File: src/rtl/bp_pkg.sv
// Shared definitions for the branch predictor: counter defaults, weak-state
// constants, branch-kind encodings and address field extraction helpers.
package bp_pkg;

    localparam int unsigned CNT_W_DEF = 2;

    // Branch kind encoding carried on upd_jump_i
    localparam logic BR_COND = 1'b0;
    localparam logic BR_JUMP = 1'b1;

    // Weakly-taken counter value for a given counter width
    function automatic int unsigned bp_weak_t(input int unsigned cnt_w);
        return 32'd1 << (cnt_w - 1);
    endfunction

    // Weakly-not-taken counter value for a given counter width
    function automatic int unsigned bp_weak_nt(input int unsigned cnt_w);
        return (32'd1 << (cnt_w - 1)) - 32'd1;
    endfunction

    // Table index: word-address bits just above the byte offset
    function automatic logic [63:0] bp_idx(input logic [63:0] addr, input int unsigned idx_w);
        logic [63:0] mask;
        mask = (64'd1 << idx_w) - 64'd1;
        return (addr >> 2) & mask;
    endfunction

    // Tag: everything above the index
    function automatic logic [63:0] bp_tag(input logic [63:0] addr, input int unsigned idx_w);
        return addr >> (idx_w + 2);
    endfunction

endpackage

File: src/rtl/bp_sat_cnt.sv
// Combinational saturating up/down counter step used by the BTB update path.
module bp_sat_cnt #(
    parameter int unsigned CNT_W = 2
) (
    input  logic [CNT_W-1:0] cnt_i,
    input  logic             inc_i,
    output logic [CNT_W-1:0] cnt_o
);

    // Step toward the outcome, holding at either end of the range
    always_comb begin
        cnt_o = cnt_i;
        if (inc_i) begin
            if (cnt_i != '1) cnt_o = cnt_i + CNT_W'(1);
        end else begin
            if (cnt_i != '0) cnt_o = cnt_i - CNT_W'(1);
        end
    end

endmodule

File: src/rtl/bp_btb.sv
// Direct-mapped branch target buffer with per-entry saturating direction
// counters. Lookup is combinational on pc_i; training happens on the clock edge.
// Optional misprediction counter enabled by defining BP_STATS_EN.
module bp_btb
    import bp_pkg::*;
#(
    parameter int unsigned ENTRIES = 16,
    parameter int unsigned ADDR_W  = 32,
    parameter int unsigned CNT_W   = CNT_W_DEF
) (
    input  logic              clk,
    input  logic              rst,
    input  logic [ADDR_W-1:0] pc_i,
    output logic              pred_taken_o,
    output logic [ADDR_W-1:0] pred_addr_o,
    input  logic              upd_valid_i,
    input  logic [ADDR_W-1:0] upd_pc_i,
    input  logic              upd_taken_i,
    input  logic [ADDR_W-1:0] upd_target_i,
    input  logic              upd_jump_i,
    input  logic              upd_mispred_i,
    input  logic              flush_i,
    output logic [31:0]       mispred_cnt_o
);

    localparam int unsigned IDX_W = $clog2(ENTRIES);
    localparam int unsigned TAG_W = ADDR_W - IDX_W - 2;

    localparam logic [CNT_W-1:0] CNT_WEAK_T  = CNT_W'(bp_weak_t(CNT_W));
    localparam logic [CNT_W-1:0] CNT_WEAK_NT = CNT_W'(bp_weak_nt(CNT_W));

    logic [ENTRIES-1:0] valid_q, valid_d;
    logic [TAG_W-1:0]   tag_q    [ENTRIES];
    logic [TAG_W-1:0]   tag_d    [ENTRIES];
    logic [ADDR_W-1:0]  target_q [ENTRIES];
    logic [ADDR_W-1:0]  target_d [ENTRIES];
    logic [CNT_W-1:0]   cnt_q    [ENTRIES];
    logic [CNT_W-1:0]   cnt_d    [ENTRIES];
    logic [ENTRIES-1:0] jump_q, jump_d;

    logic [IDX_W-1:0] lk_idx, upd_idx;
    logic [TAG_W-1:0] lk_tag, upd_tag;
    logic             lk_hit, upd_hit;
    logic [CNT_W-1:0] cnt_nxt;

    assign lk_idx  = IDX_W'(bp_idx(64'(pc_i), IDX_W));
    assign lk_tag  = TAG_W'(bp_tag(64'(pc_i), IDX_W));
    assign upd_idx = IDX_W'(bp_idx(64'(upd_pc_i), IDX_W));
    assign upd_tag = TAG_W'(bp_tag(64'(upd_pc_i), IDX_W));

    // Lookup reads pre-update state only; reset clears valid so it also misses
    always_comb begin
        lk_hit       = valid_q[lk_idx] && (tag_q[lk_idx] == lk_tag);
        pred_taken_o = lk_hit && (jump_q[lk_idx] || cnt_q[lk_idx][CNT_W-1]);
        pred_addr_o  = pred_taken_o ? target_q[lk_idx] : pc_i + ADDR_W'(4);
    end

    assign upd_hit = valid_q[upd_idx] && (tag_q[upd_idx] == upd_tag);

    bp_sat_cnt #(
        .CNT_W (CNT_W)
    ) u_sat_cnt (
        .cnt_i (cnt_q[upd_idx]),
        .inc_i (upd_taken_i),
        .cnt_o (cnt_nxt)
    );

    // Table next state: flush wins over a same-cycle update
    always_comb begin
        valid_d  = valid_q;
        tag_d    = tag_q;
        target_d = target_q;
        cnt_d    = cnt_q;
        jump_d   = jump_q;
        if (flush_i) begin
            valid_d = '0;
        end else if (upd_valid_i) begin
            if (upd_hit) begin
                cnt_d[upd_idx] = cnt_nxt;
                if (upd_taken_i) begin
                    target_d[upd_idx] = upd_target_i;
                    jump_d[upd_idx]   = (upd_jump_i == BR_JUMP);
                end
            end else if (upd_taken_i) begin
                valid_d[upd_idx]  = 1'b1;
                tag_d[upd_idx]    = upd_tag;
                target_d[upd_idx] = upd_target_i;
                jump_d[upd_idx]   = (upd_jump_i == BR_JUMP);
                cnt_d[upd_idx]    = CNT_WEAK_T;
            end
        end
    end

    // Table storage with asynchronous reset
    always_ff @(posedge clk or posedge rst) begin
        if (rst) begin
            valid_q <= '0;
            jump_q  <= '0;
            for (int i = 0; i < ENTRIES; i++) begin
                tag_q[i]    <= '0;
                target_q[i] <= '0;
                cnt_q[i]    <= CNT_WEAK_NT;
            end
        end else begin
            valid_q  <= valid_d;
            tag_q    <= tag_d;
            target_q <= target_d;
            cnt_q    <= cnt_d;
            jump_q   <= jump_d;
        end
    end

`ifdef BP_STATS_EN
    logic [31:0] mispred_q, mispred_d;

    // Saturating count of mispredicted resolutions, ignoring flushed cycles
    always_comb begin
        mispred_d = mispred_q;
        if (upd_valid_i && upd_mispred_i && !flush_i && (mispred_q != '1)) begin
            mispred_d = mispred_q + 32'd1;
        end
    end

    // Statistics register, cleared only by reset
    always_ff @(posedge clk or posedge rst) begin
        if (rst) mispred_q <= '0;
        else     mispred_q <= mispred_d;
    end

    assign mispred_cnt_o = mispred_q;
`else
    logic unused_mispred;
    assign unused_mispred = upd_mispred_i;
    assign mispred_cnt_o  = '0;
`endif

endmodule

File: config.mk
export PLATFORM = sky130hd
export DESIGN_NAME = bp_btb
export DESIGN_NICKNAME = d
export VERILOG_FILES = /design/src/rtl/bp_pkg.sv /design/src/rtl/bp_sat_cnt.sv /design/src/rtl/bp_btb.sv
export SDC_FILE = /design/constraint.sdc
export NUM_CORES = 2
export LEC_CHECK = 0
export CAP_MARGIN = 20
export CORE_AREA = 2 2 455 457
export CTS_BUF_LIST = sky130_fd_sc_hd__clkbuf_16
export CTS_CLUSTER_SIZE = 16
export DETAILED_ROUTE_END_ITERATION = 8
export DIE_AREA = 0 0 457 459
export GPL_ROUTABILITY_DRIVEN = 0
export PLACE_DENSITY = 0.36
export SETUP_SLACK_MARGIN = 0.15
export SYNTH_ARGS = -nofsm -noshare
export SYNTH_HDL_FRONTEND = slang
export SYNTH_SLANG_ARGS = --single-unit
File: constraint.sdc
create_clock -name clk -period 40.5 [get_ports clk]
set_clock_uncertainty 0.1 [all_clocks]
set_input_delay 6.075 -clock clk [delete_from_list [all_inputs] [get_ports clk]]
set_output_delay 6.075 -clock clk [all_outputs]
set_load 0.01 [all_outputs]
==> results.cfg <==
[status]
status = completed

[yosys]
synth_top_family_by_area = multiplexers
synth_ff_type = dfrtp_1
synth_warnings = 0
syn_area_um2 = 51000
avgSynthCellArea_um2 = 12.1
syn_inst = 4217
synth_seq_area_share_pct = 48.7
synth_simple_gate_area_share_pct = 11.9
synthArstFlopShare_pct = 100
synth_compound_area_share_pct = 3.15
synth_edf_count = 0
ys_types = 80
synth_mux_area_share_pct = 30.9
synth-seq-cells = 992
synth_fa_ha_area_share_pct = 0.0638
synth_xor_area_share_pct = 1.20

[final_layout]
final_common_cell = nand2_1
final_cell_mix = 1246 x nand2_1, 976 x dfrtp_1, 363 x mux4_2
fillers = 21100
fin_nets = 4324
drive_gt1_share_pct = 24.5
regArea_um2 = 24800
area_growth_pct = 15.4
multi_input_area_um2 = 24300

[placement]
hpwl_mm = 112
pre_cts_ws_ps = 21850
port_buffers = 132

[timing]
fin_crit_ps = 18510
setup_viol = 0
fmax_ghz = 0.0540
slew_headroom_pct = 27.1
tightest_slew_ps = 1090
holdWs_ps = 367
tns_ps = 0
rsz0062_at_grt = false
final_max_slew_viol_count = 0
fin_crit_sh_pct = 45.7
hold_violations = 0
postLayoutSetupSlackWorst_ps = 21990

[floorplanning]
die_area_um2 = 210000
core_area_um2 = 206000
initial_utilization_pct = 24.8
placementRows = 167
die_x_um = 457
fp.dieH_um = 459
io_pins = 168

[pwr]
p_leak_uw = 0.0270
p_per_area_nw_per_um2 = 46.6
power_uw = 2740
ir_drop_mv = 0.0496

[clocking]
clk_pin_slew_worst_paths_ps = 50
clk_latency_ps = 810
cts_resized = 0
cts_root_buf = clkbuf_16
cts_setup_buffers = 0
cts_buffers = 131
clockBufferDepth = 3
htree_levels = 4
cts_hold_buf = 0
clock_sinks = 992
cts_tree = yes

[global_routing]
antenna_found_initial = 25
grt_use_met1_pct = 26.0
grt_pass1_wl_mm = 281
use_met3_pct = 2.47
grt.met2_usage_pct = 30.8
grt-busiest-layer = met2
overflow = 0
grt_pass1_vias = 35500
grt_max_degree = 142
grt.total_usage_pct = 18.7

[detailed_routing]
vias = 34200
routedWlPerCell_um = 27.9
postRouteAntennaNets = 0
route.detailed.drc = 0
firstDrtPassIters = 5
vias_per_cell = 4.87
drtIter0Drc = 2481
postRouteWirelength_mm = 196

[critical_path]
cp_top_family = buffers and inverters
max_stage_delay_ps = 860
cp-start-kind = input pin
critPathArrivalTime_ps = 12340
critPathMaxFanout = 88
endpoint_kind = output pin
cpMostUsedCell = buf_4
cp_cell_sequence = buf_8, buf_4, buf_12, mux4_2, nor2b_1, a211oi_1, a21oi_1, xnor2_1, nand2_1, a2111o_1, or4_2, buf_4, mux2_1, clkdlybuf4s50_1
cpMaxStageDelayCell = buf_4
required_ps = 34330
crit_type = in -> out
path_buf_inv = 5

[hold_path]
hp-class = reg -> reg

[run]
maxCapViolCount = 0
-- routing by layer --
metal | up-vias | wire [um]
met5 | - | 69
met1 | 18400 | 89800
li1 | 14800 | -
met4 | 12 | 3530
met3 | 209 | 7870
met2 | 795 | 94800
-- through the flow --
stage | util (%) | cells | area (um2)
3_5_place_dp | 26.6 | 6791 | 54700
5_1_grt | 28.6 | 7024 | 58800
3_3_place_gp | 26.6 | 6790 | 54700
4_1_cts | 28.6 | 7023 | 58800
6_report | 28.6 | 7027 | 58800
2_1_floorplan | - | 4248 | 51100
-- cell type report --
type                            count  share of cell area, %
Inverter                           38                  0.255
Tap cell                         2704                   5.75
Sequential cell                   992                   42.2
Timing Repair Buffer              212                   3.38
Clock inverter                     98                   1.29
Antenna cell                        4                 0.0170
Clock buffer                      134                   5.70
Multi-Input combinational cell   2845                   41.4
-- worst min-delay path: stages, from the launching register on --
cell and delay, ps:
dfrtp_1 340, nand2_1 50, nand2_1 50
-- flip-flops by register name, indices dropped and copies added, names as in the netlist --
| register | count |
|---|---|
| target_q | 512 |
| tag_q | 416 |
| jump_q | 16 |
| valid_q | 16 |
| cnt_q | 32 |
-- synth_stat cells, drive strengths merged (15+ instances only) --
cell type / n / share of area [%]
a21oi: 37 / 0.39
a22oi: 22 / 0.32
a311oi: 15 / 0.26
buf: 170 / 2.3
clkbuf: 203 / 1.5
dfrtp: 976 / 48
dfstp: 16 / 0.82
inv: 38 / 0.28
mux2: 582 / 13
mux2i: 96 / 1.9
mux4: 363 / 16
nand2: 1276 / 9.7
nand3: 28 / 0.31
nand4: 17 / 0.21
nor2: 69 / 0.51
nor2b: 15 / 0.18
o21ai: 48 / 0.47
o311ai: 20 / 0.34
xnor2: 44 / 0.76
xor2: 26 / 0.45
-- cells by family (layout without fill, tap and decap cells) --
family,after synthesis,count (layout)
multiplexers,1041,1041
buffers and inverters,411,482
AO/OA/AOI/OAI,226,226
flip-flops,992,992
adder cells (fa/ha/maj),3,3
XOR/XNOR,70,70
other,1,36
AND/OR/NAND/NOR,1473,1473
-- power by group --
part | switching [uW] | total (uW) | internal, uW
combinational | 203 | 405 | 202
sequential | 78.9 | 1200 | 1120
clock | 487 | 1140 | 648
total | 769 | 2740 | 1970
-- final timing paths --
path	startpoint	to	slack (ps)	cells past startpoint
worst max-delay path	pc_i[2]	pred_addr_o[5]	21990	14
worst min-delay path	target_q[18]	target_q[18]	370	2
worst max register to register	tag_q[114]	tag_q[106]	34620	10
worst min register to register	target_q[18]	target_q[18]	370	2
max in group asynchronous	rst	target_q[490]	30900	6
min in group asynchronous	rst	tag_q[130]	5780	2
(Power assumes the default switching activity.)
